<file path="src/rtl/div_arbiter_if.sv">
// Engine-side bus of the divider arbiter: start/ready/done handshake plus operands and results.
// The arbiter owns the master modport; the divider controller/datapath owns the slave modport.
// Operands are held by the master from GRANT through WAIT; results are valid only with eng_done.
interface div_arbiter_if #(
  parameter int WIDTH = 8
);
  logic             eng_ready;
  logic             eng_start;
  logic [WIDTH-1:0] eng_dvd;
  logic [WIDTH-1:0] eng_dvs;
  logic             eng_done;
  logic [WIDTH-1:0] eng_quo;
  logic [WIDTH-1:0] eng_rem;

  modport master (
    input  eng_ready, eng_done, eng_quo, eng_rem,
    output eng_start, eng_dvd, eng_dvs
  );

  modport slave (
    output eng_ready, eng_done, eng_quo, eng_rem,
    input  eng_start, eng_dvd, eng_dvs
  );
endinterface

</file>
<file path="src/rtl/div_arbiter.sv">
// Shares one sequential divider between two clients, round-robin on ties, with a done watchdog.
// Latency: req cycle 0, arbitrate 1, GRANT 2, START 3, WAIT from 4, done the cycle after eng_done.
// Backpressure: one pending request per client (busyN); GRANT stalls until eng_ready is high.
module div_arbiter #(
  parameter int WIDTH   = 8,
  parameter int TIMEOUT = 64
) (
  input  logic             clk,
  input  logic             rst,
  input  logic             req0,
  input  logic             req1,
  input  logic [WIDTH-1:0] dvd0,
  input  logic [WIDTH-1:0] dvs0,
  input  logic [WIDTH-1:0] dvd1,
  input  logic [WIDTH-1:0] dvs1,
  output logic             busy0,
  output logic             busy1,
  output logic             done0,
  output logic             done1,
  output logic             err,
  output logic [WIDTH-1:0] quo,
  output logic [WIDTH-1:0] rem,
  div_arbiter_if.master    eng
);

  localparam int            CW       = $clog2(TIMEOUT) + 1;
  localparam logic [CW-1:0] CNT_LAST = CW'(TIMEOUT - 1);

  typedef enum logic [2:0] {
    IDLE  = 3'd0,
    GRANT = 3'd1,
    START = 3'd2,
    WAIT  = 3'd3,
    RESP  = 3'd4
  } state_t;

  state_t           state;
  state_t           state_nxt;

  logic             pending0;
  logic             pending1;
  logic [WIDTH-1:0] hdvd0;
  logic [WIDTH-1:0] hdvs0;
  logic [WIDTH-1:0] hdvd1;
  logic [WIDTH-1:0] hdvs1;

  logic             sel;
  logic             last;
  logic [WIDTH-1:0] dvd_r;
  logic [WIDTH-1:0] dvs_r;

  logic             pick_vld;
  logic             pick;
  logic             tie;

  logic [CW-1:0]    cnt;
  logic [CW-1:0]    cnt_inc;
  logic             timeout_hit;
  logic             dvs_zero;
  logic             start_c;

  // The watchdog fires in the WAIT cycle whose increment brings the counter to TIMEOUT-1.
  assign cnt_inc     = cnt + CW'(1);
  assign timeout_hit = (cnt_inc == CNT_LAST);
  assign dvs_zero    = (dvs_r == '0);

  assign busy0         = pending0;
  assign busy1         = pending1;
  assign eng.eng_start = start_c;
  assign eng.eng_dvd   = dvd_r;
  assign eng.eng_dvs   = dvs_r;

  // Client 0 holding register: accept only while idle-for-this-client, release on its response.
  always_ff @(posedge clk or negedge rst) begin
    if (!rst) begin
      pending0 <= 1'b0;
      hdvd0    <= '0;
      hdvs0    <= '0;
    end else if (req0 && !pending0) begin
      pending0 <= 1'b1;
      hdvd0    <= dvd0;
      hdvs0    <= dvs0;
    end else if (state == RESP && !sel) begin
      pending0 <= 1'b0;
    end
  end

  // Client 1 holding register: same policy as client 0.
  always_ff @(posedge clk or negedge rst) begin
    if (!rst) begin
      pending1 <= 1'b0;
      hdvd1    <= '0;
      hdvs1    <= '0;
    end else if (req1 && !pending1) begin
      pending1 <= 1'b1;
      hdvd1    <= dvd1;
      hdvs1    <= dvs1;
    end else if (state == RESP && sel) begin
      pending1 <= 1'b0;
    end
  end

  // Arbitration: a lone pending client wins; on a tie the client other than last wins.
  always_comb begin
    pick_vld = pending0 | pending1;
    tie      = pending0 & pending1;
    pick     = tie ? ~last : pending1;
  end

  // Grant registers: selection, tie history and the operands presented to the engine.
  always_ff @(posedge clk or negedge rst) begin
    if (!rst) begin
      sel   <= 1'b0;
      last  <= 1'b1;
      dvd_r <= '0;
      dvs_r <= '0;
    end else if (state == IDLE && pick_vld) begin
      sel   <= pick;
      dvd_r <= pick ? hdvd1 : hdvd0;
      dvs_r <= pick ? hdvs1 : hdvs0;
      if (tie) begin
        last <= pick;
      end
    end
  end

  // State register.
  always_ff @(posedge clk or negedge rst) begin
    if (!rst) begin
      state <= IDLE;
    end else begin
      state <= state_nxt;
    end
  end

  // Next-state logic.
  always_comb begin
    state_nxt = state;
    case (state)
      IDLE:    if (pick_vld) state_nxt = GRANT;
      GRANT:   if (dvs_zero) state_nxt = RESP;
               else if (eng.eng_ready) state_nxt = START;
      START:   state_nxt = WAIT;
      WAIT:    if (eng.eng_done || timeout_hit) state_nxt = RESP;
      RESP:    state_nxt = IDLE;
      default: state_nxt = IDLE;
    endcase
  end

  // Outputs decoded from the registered state, so they drop with an async reset.
  always_comb begin
    start_c = 1'b0;
    done0   = 1'b0;
    done1   = 1'b0;
    case (state)
      START:   start_c = 1'b1;
      RESP: begin
        done0 = ~sel;
        done1 = sel;
      end
      default: start_c = 1'b0;
    endcase
  end

  // Watchdog counter: cleared on start, counts every WAIT cycle.
  always_ff @(posedge clk or negedge rst) begin
    if (!rst) begin
      cnt <= '0;
    end else if (state == START) begin
      cnt <= '0;
    end else if (state == WAIT) begin
      cnt <= cnt_inc;
    end
  end

  // Result registers: engine result, or error with zeroed result; eng_done beats the watchdog.
  always_ff @(posedge clk or negedge rst) begin
    if (!rst) begin
      err <= 1'b0;
      quo <= '0;
      rem <= '0;
    end else if (state == GRANT && dvs_zero) begin
      err <= 1'b1;
      quo <= '0;
      rem <= '0;
    end else if (state == WAIT && eng.eng_done) begin
      err <= 1'b0;
      quo <= eng.eng_quo;
      rem <= eng.eng_rem;
    end else if (state == WAIT && timeout_hit) begin
      err <= 1'b1;
      quo <= '0;
      rem <= '0;
    end
  end

endmodule
</file>
<file path="src/flat_wrapper.sv">
// flat-port wrapper written by rule: the top's interface ports become plain ports
module div_arbiter_flat 
#(
  parameter int WIDTH   = 8,
  parameter int TIMEOUT = 64
)
  (clk, rst, req0, req1, dvd0, dvs0, dvd1, dvs1, busy0, busy1, done0, done1, err, quo, rem, eng_eng_ready, eng_eng_done, eng_eng_quo, eng_eng_rem, eng_eng_start, eng_eng_dvd, eng_eng_dvs);
  div_arbiter_if #(.WIDTH(WIDTH)) eng_i ();
  input  logic clk;
  input  logic rst;
  input  logic req0;
  input  logic req1;
  input  logic [WIDTH-1:0] dvd0;
  input  logic [WIDTH-1:0] dvs0;
  input  logic [WIDTH-1:0] dvd1;
  input  logic [WIDTH-1:0] dvs1;
  output logic busy0;
  output logic busy1;
  output logic done0;
  output logic done1;
  output logic err;
  output logic [WIDTH-1:0] quo;
  output logic [WIDTH-1:0] rem;
  input wire logic [$bits(eng_i.eng_ready)-1:0] eng_eng_ready;
  input wire logic [$bits(eng_i.eng_done)-1:0] eng_eng_done;
  input wire logic [$bits(eng_i.eng_quo)-1:0] eng_eng_quo;
  input wire logic [$bits(eng_i.eng_rem)-1:0] eng_eng_rem;
  output wire logic [$bits(eng_i.eng_start)-1:0] eng_eng_start;
  output wire logic [$bits(eng_i.eng_dvd)-1:0] eng_eng_dvd;
  output wire logic [$bits(eng_i.eng_dvs)-1:0] eng_eng_dvs;
  assign eng_i.eng_ready = eng_eng_ready;
  assign eng_i.eng_done = eng_eng_done;
  assign eng_i.eng_quo = eng_eng_quo;
  assign eng_i.eng_rem = eng_eng_rem;
  assign eng_eng_start = eng_i.eng_start;
  assign eng_eng_dvd = eng_i.eng_dvd;
  assign eng_eng_dvs = eng_i.eng_dvs;
  div_arbiter #(.WIDTH(WIDTH), .TIMEOUT(TIMEOUT)) u_core (.clk(clk), .rst(rst), .req0(req0), .req1(req1), .dvd0(dvd0), .dvs0(dvs0), .dvd1(dvd1), .dvs1(dvs1), .busy0(busy0), .busy1(busy1), .done0(done0), .done1(done1), .err(err), .quo(quo), .rem(rem), .eng(eng_i));
endmodule
</file>
<file path="config.mk">
export PLATFORM = sky130hd
export DESIGN_NAME = div_arbiter_flat
export DESIGN_NICKNAME = d
export VERILOG_FILES = /design/src/rtl/div_arbiter_if.sv /design/src/rtl/div_arbiter.sv /design/src/flat_wrapper.sv
export SDC_FILE = /design/constraint.sdc
export NUM_CORES = 1
export LEC_CHECK = 0
export CAP_MARGIN = 20
export CORE_MARGIN = 4
export CORE_UTILIZATION = 25
export CTS_CLUSTER_SIZE = 8
export DETAILED_ROUTE_END_ITERATION = 12
export PLACE_DENSITY = 0.48
export SLEW_MARGIN = 20
export SYNTH_ARGS = -nofsm -noshare
export SYNTH_HDL_FRONTEND = slang
export SYNTH_SLANG_ARGS = --single-unit
export TNS_END_PERCENT = 20
</file>
<file path="constraint.sdc">
create_clock -name clk -period 2.1 [get_ports clk]
set_input_delay 0.42 -clock clk [delete_from_list [all_inputs] [get_ports clk]]
set_output_delay 0.42 -clock clk [all_outputs]
set_load 0.02 [all_outputs]
</file>
# ---- Word-level counts from Yosys, hierarchy flattened
# Index checks and enable logic that the tools add are counted.
dict set report totals {
  out_inout_bits 38
  regBits 79
  input_bits 54
}
dict set report classes {
  reduce_logical 20
  addsub 1
  n_eq_ne 8
  n_bitwise 4
  n_mux 25
}
# cell n
set ops {}
lappend ops {{$mux W8} 7}
lappend ops {{$mux W7} 2}
lappend ops {{$mux W3} 4}
lappend ops {{$pmux W3 S4} 1}
lappend ops {{$mux W1} 11}
lappend ops {{$logic_and A1 B1 Y1} 8}
lappend ops {{$logic_not A8 Y1} 1}
lappend ops {{$add A7 B1 Y7 const B} 1}
lappend ops {{$eq A7 B6 Y1 const B} 1}
lappend ops {{$eq A3 B2 Y1 const B} 2}
lappend ops {{$reduce_bool A2 Y1} 3}
lappend ops {{$ne A2 B1 Y1 const B} 2}
lappend ops {{$eq A3 B1 Y1 const B} 1}
lappend ops {{$eq A3 B3 Y1 const B} 1}
lappend ops {{$logic_not A1 Y1} 3}
lappend ops {{$logic_not A3 Y1} 1}
lappend ops {{$ne A3 B2 Y1 const B} 1}
lappend ops {{$reduce_and A3 Y1} 1}
lappend ops {{$reduce_bool A3 Y1} 1}
lappend ops {{$not A1 Y1} 2}
lappend ops {{$reduce_and A2 Y1} 1}
lappend ops {{$and A1 B1 Y1} 1}
lappend ops {{$logic_or A1 B1 Y1} 1}
lappend ops {{$or A1 B1 Y1} 1}

# ---- Longest topological paths before layout
# Gate-level depths: netlist of the first run.
dict set report logic_depth {
  depth_word 6
  depth_mapped 8
  ltp_nobuf 6
}

# ---- Worst setup path after synthesis of the first run
# Ideal clock, no wire load.
dict set report synth_timing {
  kind {flip-flop to flip-flop}
  startpoint {register u_core.cnt[0]}
  endpoint {register u_core.quo[5]}
  required_time_ps 1978
  synth_period_minus_slack_ps 2031
  stages_incl_launch_ff 9
  slack_ps 69
  setup_time_ps 122
  arrival_time_ps 1909
  path_cell_list {dfrtp_1 -> ha_1 -> nand2b_1 -> o21ai_1 -> o2111ai_1 -> or3_1 -> buf_6 -> buf_8 -> a32o_1}
}
dict set report synth_between {
  elab_chain_len 4
}
# element line_no
set synth_rtl {}
lappend synth_rtl {{start, declared} div_arbiter.sv:56} ;# logic [CW-1:0] cnt;
lappend synth_rtl {{start signal, assigned} div_arbiter.sv:172} ;# cnt <= cnt_inc;
lappend synth_rtl {{$add A7 B1 Y7} div_arbiter.sv:63} ;# assign cnt_inc = cnt + CW'(1);
lappend synth_rtl {{$eq A7 B6 Y1} div_arbiter.sv:64} ;# assign timeout_hit = (cnt_inc == CNT_LAST);
lappend synth_rtl {{$logic_and A1 B1 Y1} div_arbiter.sv:190} ;# end else if (state == WAIT && timeout_hit) begin
lappend synth_rtl {{$reduce_bool A3 Y1 (no line)} --}
lappend synth_rtl {{end signal, assigned} div_arbiter.sv:188} ;# quo <= eng.eng_quo;
lappend synth_rtl {{end, declared} div_arbiter.sv:21} ;# output logic [WIDTH-1:0] quo,
# No other way between the ends.
# A chain may end at the register's enable or synchronous reset.

# ---- Worst setup path in the final report of the first run
dict set report layout_timing {
  startpoint {register u_core.dvs_r[4] (netlist: u_core.eng.eng_dvs[4])}
  endpoint {register u_core.rem[5]}
}
dict set report layout_between {
  elab_chain_len 3
}
# element line_no
set layout_rtl {}
lappend layout_rtl {{start, declared} div_arbiter.sv:50} ;# logic [WIDTH-1:0] dvs_r;
lappend layout_rtl {{start signal, assigned} div_arbiter.sv:120} ;# dvs_r <= pick ? hdvs1 : hdvs0;
lappend layout_rtl {{$logic_not A8 Y1 *} div_arbiter.sv:65} ;# assign dvs_zero = (dvs_r == '0);
lappend layout_rtl {{$logic_and A1 B1 Y1 *} div_arbiter.sv:182} ;# end else if (state == GRANT && dvs_zero) begin
lappend layout_rtl {{$reduce_bool A3 Y1 (no line) or $mux W8 (tied branches)} --}
lappend layout_rtl {{end signal, assigned} div_arbiter.sv:189} ;# rem <= eng.eng_rem;
lappend layout_rtl {{end, declared} div_arbiter.sv:22} ;# output logic [WIDTH-1:0] rem,
# Every way passes the cells marked *; elsewhere a longest branch is shown, timed or not.

==> metrics.md, run 1 <==
| Metric | Value |
|---|---|
| Crit. End Element | `flip-flop` |
| Max Clock Freq | `487 MHz` |
| Post-Syn Instances | `274` |
| Fill cells | `1296` |
| Boundary pin count | `92` |
| Status | `finished, final reports clean` |
| Mapped Area | `0.00335 sq mm` |
| Register area | `0.00198 sq mm` |
| Share of layout cells above drive strength 1 | `18.5%` |
| Max-cap violation count | `0` |
| Final cell count without fillers | `559` |
| Placed Instances | `540` |
| Core Rows | `42` |
| Critical path arrival | `2.27 ns` |
| Unrepaired setup endpoints after global routing | `no` |
| Drt first pass iters | `4` |
| Die ar. | `0.0153 sq mm` |
| Post-layout net count | `435` |
| Mapped Avg Cell Area | `12.2 sq um` |
| Placer Congestion | `0.750` |
| Via count | `2476` |
| Root Buffer | `clkbuf_16` |
| Hold Crit Class | `reg -> reg` |
| CP Launch Type | `flip-flop` |
| Clock share of power | `19.5%` |
| EDFF count, synth | `0` |
| Wire per inst | `15.2 um` |
| Pre-CTS setup slack | `0.0702 ns` |
| Total global routing overflow | `0` |
| Dpl hpwl | `5890 um` |
| Initial core utilization | `25.4%` |
| Number of H-tree levels | `3` |
| Worst Path Max Fanout | `8` |
| Detail-routed via count per cell | `4.43` |
| # port buffers | `91` |
| Peak supply drop | `0.677 mV` |
| Slew headroom | `74.7%` |
| Power Density | `1490 mW/mm^2` |
| Area of the core | `0.0132 sq mm` |
| Final hold viol count | `0` |
| Power Internal | `4680 uW` |
| Post-Route WL | `8490 um` |
| Gr usage total | `11.6%` |
| Maximum clock insertion buffer count | `2` |
| Synth Flop Type | `dfrtp_1` |
| Comb power frac | `43.8%` |
| Post-synth top cells | `78 x dfrtp_1, 26 x mux2_2, 23 x nor2_1` |
| Seq pwr share | `36.7%` |
| Number of synthesis warnings | `0` |
| Total negative slack | `0 ns` |
| Num CTS Buffers | `9` |
| Die width | `124 um` |
| Mapped Nets | `330` |
| Vias in the first global route | `2603` |
| Synth top area share | `58.3%` |
| Sequential area share after synthesis | `59.1%` |
| Antenna Cells | `0` |
| Worst skew pair latency | `0.33 ns` |
| Final Cycle Share | `97.7%` |
| Final ANT Viol Nets | `0` |
| Overall power | `7260 uW` |
| Synth unique cells | `40` |
| Count leader, synth | `dfrtp_1` |
| Post-synthesis register bit count | `79` |
| Worst setup margin | `0.0481 ns` |
| Residual DRC | `0` |
| First-pass GRT wire length | `13600 um` |
| Final Critical Period | `2.05 ns` |
| Most area-hungry cell type in the Yosys netlist | `dfrtp_1` |
| Die Height | `124 um` |
| Worst Path Required | `2.32 ns` |
| Pin count of the biggest net entering global routing | `36` |
| Worst-margin pin slew | `0.377 ns` |
| Top cells by area, synth | `dfrtp_1 58%, mux2_2 8.7%, a32o_1 4.8%` |
| Initial DRC count | `76` |
| CTS sink count | `79` |
| Switching Fraction | `35.6%` |
| Final setup viols | `0` |
| CTS tree | `done` |
| Final Skew | `0.00721 ns` |
| Area taken by multi-input logic gates | `0.00129 sq mm` |
| Switching pwr | `2580 uW` |
| Crit Path Category | `reg -> reg` |
| Ys async rst share | `100%` |
| Initial antenna violation count | `0` |
| WHS | `0.487 ns` |
| Worst-path clk slew | `0.06 ns` |
| Leakage Power | `0.00205 uW` |
| Area growth, synth to finish | `45.7%` |
| Max-slew violations | `0` |
==> flip-flops by register name, indices dropped and copies added, names as in the netlist <==
signal / count
u_core.hdvs0: 8
u_core.rem: 8
u_core.state: 3
u_core.eng.eng_dvd: 8
u_core.eng.eng_dvs: 8
u_core.sel: 1
u_core.busy1: 1
u_core.busy0: 1
u_core.cnt: 7
u_core.hdvd1: 8
u_core.hdvs1: 8
u_core.hdvd0: 8
u_core.err: 1
u_core.quo: 8
u_core.last: 1
==> critical path, stage by stage (launching register included) <==
cell,delay [ns]
dfrtp_1,0.40
nor4_1,0.39
a21o_1,0.22
nand2_1,0.09
or3_4,0.42
buf_4,0.18
a32o_1,0.24
==> cell usage in the layout, fill, tap and decap left out, drive strengths merged <==
cell,instances
nand3,4
or4,1
mux2,32
nand2b,4
a21o,2
o31ai,3
clkinvlp,1
clkinv,3
o211ai,1
mux2i,16
and3,3
or3,2
nor2b,5
a32o,16
ha,2
o21a,1
clkbuf,11
nand2,17
inv,5
o2111ai,1
xnor2,1
buf,19
clkdlybuf4s50,87
nand3b,1
a31oi,1
o21ai,12
nor4,2
nor3,2
dlygate4sd3,1
o21bai,2
dfrtp,78
a21oi,20
dfstp,1
dlygate4sd2,3
nor2,23
==> through the flow <==
step	util, %	instance area [sq um]
3_5_place_dp	34.6	4570
3_3_place_gp	34.6	4570
6_report	37.0	4880
4_1_cts	36.7	4840
5_1_grt	37.0	4880
2_1_floorplan	-	3350
==> logic make-up (layout without fill, tap and decap cells) <==
kind of cell / count (synthesis) / after routing / share of synthesized area [%]
buf+inv: 21 / 130 / 2.99
mux: 48 / 48 / 15.5
flops: 79 / 79 / 59.1
compound gates: 59 / 59 / 12.3
xor+xnor: 1 / 1 / 0.262
simple gates: 64 / 64 / 9.12
fa+ha+maj: 2 / 2 / 0.747
==> metal layers <==
| metal | wire length, um | part of all wire [%] | GRT usage, % | up-vias |
|---|---|---|---|---|
| met5 | 0 | 0 | 0 | - |
| met4 | 115 | 1.4 | 3.53 | 0 |
| met3 | 677 | 8.0 | 4.86 | 12 |
| met2 | 4030 | 47 | 18.4 | 77 |
| met1 | 3670 | 43 | 14.3 | 1187 |
| li1 | - | - | - | 1200 |
==> final timing paths <==
check                                                  start                     endpoint  slack, ns  depth (start not counted)
setup reg to reg           u_core.eng.eng_dvs[4]$_DFFE_PN0P_    u_core.rem[5]$_DFFE_PN0P_       0.05                          6
hold / removal                   u_core.hdvd0[3]$_DFFE_PN0P_  u_core.hdvd0[3]$_DFFE_PN0P_       0.49                          1
setup / recovery           u_core.eng.eng_dvs[4]$_DFFE_PN0P_    u_core.rem[5]$_DFFE_PN0P_       0.05                          6
hold reg to reg                  u_core.hdvd0[3]$_DFFE_PN0P_  u_core.hdvd0[3]$_DFFE_PN0P_       0.49                          1
max in group asynchronous                                rst    u_core.cnt[0]$_DFFE_PN0P_       0.95                          3
min in group asynchronous                                rst  u_core.hdvd0[4]$_DFFE_PN0P_       0.52                          2
==> area by class of cell <==
type | count | share of cell area, %
multi-input combinational | 174 | 26.5
inverter | 5 | 0.385
timing repair buffer | 110 | 22.6
clock buffer | 11 | 4.98
tap | 176 | 4.52
sequential | 79 | 40.6
clock inverter | 4 | 0.462
==> power by group through the flow <==
stage	Clock, uW	Sequential (uW)	Combinational (uW)
after floorplan	0	2950	1550
after global placement	0	2680	3150
after detailed placement	0	2690	3190
after CTS	1470	2670	3200
after global routing	1530	2760	3520
final	1410	2660	3180
==> what timing repair did <==
action	CTS	global route
gates resized for setup	3	6
hold buffers	1	0
cloned	0	1
endpoints found under the setup margin	3	16
pin swaps	0	2
hold endpoints to repair	14	0
setup buffers	0	3
(Power assumes the default switching activity.)
==> run 2: changes to the inputs <==
--- a/config.mk
+++ b/config.mk
@@ -5,12 +5,13 @@
 export SDC_FILE = /design/constraint.sdc
 export NUM_CORES = 1
 export LEC_CHECK = 0
+export ABC_CLOCK_PERIOD_IN_PS = 2400
 export CAP_MARGIN = 20
 export CORE_MARGIN = 4
 export CORE_UTILIZATION = 25
 export CTS_CLUSTER_SIZE = 8
 export DETAILED_ROUTE_END_ITERATION = 12
-export PLACE_DENSITY = 0.48
+export PLACE_DENSITY = 0.46
 export SLEW_MARGIN = 20
 export SYNTH_ARGS = -nofsm -noshare
 export SYNTH_HDL_FRONTEND = slang
==> constraint.sdc (replaced) <==
create_clock -name clk -period 2.4 [get_ports clk]
set_input_delay 0.48 -clock clk [delete_from_list [all_inputs] [get_ports clk]]
set_output_delay 0.48 -clock clk [all_outputs]
set_load 0.02 [all_outputs]
==> run 2 against run 1 <==
Net effect:
- fmax fell by 10%
- sequential power shrank 12%
- setup slack better by 0.062 ns
- clock-buffer cell count did not move
- worst hold slack worse by 0.37 ns
- largest cell class unchanged
- flip-flop and latch count unchanged
- highest routed layer unchanged
- sequential share of layout area increased by 0.77 points
- die area did not move
==> metrics.md, run 2 (synthesis results as in run 1) <==
| Metric | Value |
|---|---|
| Initial antenna violation count | `0 (unchanged)` |
| Overall power | `6330 uW (was 7260 uW)` |
| Max incr delay on CP | `0.68 ns (was 0.42 ns)` |
| Clock share of power | `21.4% (was 19.5%)` |
| Final setup viols | `0 (unchanged)` |
| Area taken by multi-input logic gates | `0.00128 sq mm (was 0.00129 sq mm)` |
| Die Height | `124 um (unchanged)` |
| Final Skew | `0.00740 ns (was 0.00721 ns)` |
| Area of the core | `0.0132 sq mm (unchanged)` |
| Worst Path Max Fanout | `17 (was 8)` |
| Number of H-tree levels | `3 (unchanged)` |
| CP Launch Type | `flip-flop (unchanged)` |
| Initial core utilization | `25.4% (unchanged)` |
| Crit. End Element | `flip-flop (unchanged)` |
| Pin count of the biggest net entering global routing | `42 (was 36)` |
| Via count | `2456 (was 2476)` |
| Seq pwr share | `37.1% (was 36.7%)` |
| First-pass GRT wire length | `13600 um (about the same)` |
| Boundary pin count | `92 (unchanged)` |
| Leading cell type in the layout, fill and taps excluded | `clkdlybuf4s50_1 (unchanged)` |
| Initial DRC count | `114 (was 76)` |
| Fill cells | `1289 (was 1296)` |
| Post-Route WL | `8410 um (was 8490 um)` |
| Switching pwr | `2240 uW (was 2580 uW)` |
| Status | `finished, final reports clean (unchanged)` |
| Root Buffer | `clkbuf_16 (unchanged)` |
| WHS | `0.118 ns (was 0.487 ns)` |
| Worst-path clk slew | `0.06 ns (about the same)` |
| Core Rows | `42 (unchanged)` |
| Worst skew pair latency | `0.34 ns (was 0.33 ns)` |
| Gr usage total | `11.8% (was 11.6%)` |
| Worst Path Required | `2.63 ns (was 2.32 ns)` |
| Drt first pass iters | `4 (unchanged)` |
| Final cell count without fillers | `553 (was 559)` |
| Register area | `0.00198 sq mm (unchanged)` |
| Num CTS Buffers | `9 (unchanged)` |
| Placer Congestion | `0.722 (was 0.750)` |
| Worst-margin pin slew | `0.660 ns (was 0.377 ns)` |
| Switching Fraction | `35.4% (was 35.6%)` |
| Dpl hpwl | `5890 um (about the same)` |
| Max-cap violation count | `0 (unchanged)` |
| Critical path arrival | `2.52 ns (was 2.27 ns)` |
| Unrepaired setup endpoints after global routing | `no (unchanged)` |
| Slew headroom | `56.0% (was 74.7%)` |
| Crit-path cells | `ha_1, nand2b_1, o21ai_1, o2111ai_1, or3_1, a32o_1 (was nor4_1, a21o_1, nand2_1, or3_4, buf_4, a32o_1)` |
| Area growth, synth to finish | `42.9% (was 45.7%)` |
| Vias in the first global route | `2640 (was 2603)` |
| Core occupancy in the finished layout | `36.3% (was 37.0%)` |
| Share of layout cells above drive strength 1 | `16.4% (was 18.5%)` |
| # port buffers | `91 (unchanged)` |
| Final Cycle Share | `95.4% (was 97.7%)` |
| Post-layout net count | `428 (was 435)` |
| Die ar. | `0.0153 sq mm (unchanged)` |
| Leakage Power | `0.00202 uW (was 0.00205 uW)` |
| Power Density | `1320 mW/mm^2 (was 1490 mW/mm^2)` |
| Max-slew violations | `0 (unchanged)` |
| Crit Path Category | `reg -> reg (unchanged)` |
| Total negative slack | `0 ns (unchanged)` |
| Most frequent cells in the layout | `89 x clkdlybuf4s50_1, 78 x dfrtp_1, 26 x mux2_2 (was 87 x clkdlybuf4s50_1, 78 x dfrtp_1, 26 x mux2_2)` |
| Comb power frac | `41.5% (was 43.8%)` |
| Crit path max-delay cell type | `or3_1 (was or3_4)` |
| CTS tree | `done (unchanged)` |
| Power Internal | `4090 uW (was 4680 uW)` |
| Final hold viol count | `0 (unchanged)` |
| Placed Instances | `537 (was 540)` |
| Maximum clock insertion buffer count | `2 (unchanged)` |
| Final Critical Period | `2.29 ns (was 2.05 ns)` |
| Die width | `124 um (unchanged)` |
| Residual DRC | `0 (unchanged)` |
| Hold Crit Class | `in -> async (was reg -> reg)` |
| Wire per inst | `15.2 um (about the same)` |
| Peak supply drop | `0.538 mV (was 0.677 mV)` |
| CTS sink count | `79 (unchanged)` |
| Total global routing overflow | `0 (unchanged)` |
| Post-CTS Setup Inserts | `0 (unchanged)` |
| Final ANT Viol Nets | `0 (unchanged)` |
| Antenna Cells | `0 (unchanged)` |
| Max Clock Freq | `437 MHz (was 487 MHz)` |
| Detail-routed via count per cell | `4.44 (was 4.43)` |
## run 2: cell types whose count changed in the layout (fill, tap and decap cells not counted), sizes merged
| cell | before | now |
|---|---|---|
| buf | 19 | 13 |
| dlygate4sd2 | 3 | 0 |
| clkdlybuf4s50 | 87 | 89 |
| bufinv | 0 | 1 |
| clkinvlp | 1 | 0 |
| dlygate4sd3 | 1 | 0 |
| dlymetal6s2s | 0 | 1 |
| inv | 5 | 6 |
## run 2: per-stage QoR
stage                     instance area [sq um]  worst slack (ns)
after global placement                     4490             0.153
final                                      4790             0.111
after floorplan                            3350             0.369
after global routing                       4790           0.00732
after detailed placement                   4490             0.126
after CTS                                  4780            0.0447
## run 2: metal layers
layer / up-vias / global-route usage, % / wire, um
li1: 1182 / - / -
met1: 1193 / 14.8 / 3850
met2: 71 / 17.7 / 3800
met3: 10 / 4.63 / 631
met4: 0 / 5.81 / 136
met5: - / 0 / 0
## run 2: power by group through the flow
stage	combinational [uW]	sequential [uW]	clock, uW
finish	2630	2350	1350
global route	2900	2440	1470
CTS	2690	2360	1410
detailed placement	2690	2370	0
global placement	2670	2360	0
floorplan	1360	2580	0
## run 2: layout make-up
cell class / count / share of cell area, %
clock inverter: 5 / 1.20
clock buffer: 11 / 4.86
sequential: 79 / 41.3
multi-input combinational: 174 / 26.7
timing repair buffer: 103 / 20.9
tap: 176 / 4.60
inverter: 5 / 0.392
## run 2: repair_timing
action,4_1_cts,5_1_grt
endpoints found under the setup margin,0,1
resized for setup,0,1
hold buffers,0,0
## run 2: critical path: cells and delay by family, from the launching register on
kind                       cells  cell delay, ns
AOI/OAI and AO/OA              3            0.65
adders and majority gates      1            0.26
DFF                            1            0.43
and+or+nand+nor                2            0.83
## run 2: final timing paths
check / from / end / slack [ns] / cells after the start
hold reg to reg: u_core.hdvs0[0]$_DFFE_PN0P_ / u_core.hdvs0[0]$_DFFE_PN0P_ / 0.49 / 1
max in group asynchronous: rst / u_core.rem[1]$_DFFE_PN0P_ / 1.61 / 2
setup reg to reg: u_core.cnt[0]$_DFFE_PN0P_ / u_core.quo[5]$_DFFE_PN0P_ / 0.11 / 6
hold / removal: rst / u_core.eng.eng_dvd[6]$_DFFE_PN0P_ / 0.12 / 1
setup / recovery: u_core.cnt[0]$_DFFE_PN0P_ / u_core.quo[5]$_DFFE_PN0P_ / 0.11 / 6
min in group clk: u_core.hdvs0[0]$_DFFE_PN0P_ / u_core.hdvs0[0]$_DFFE_PN0P_ / 0.49 / 1
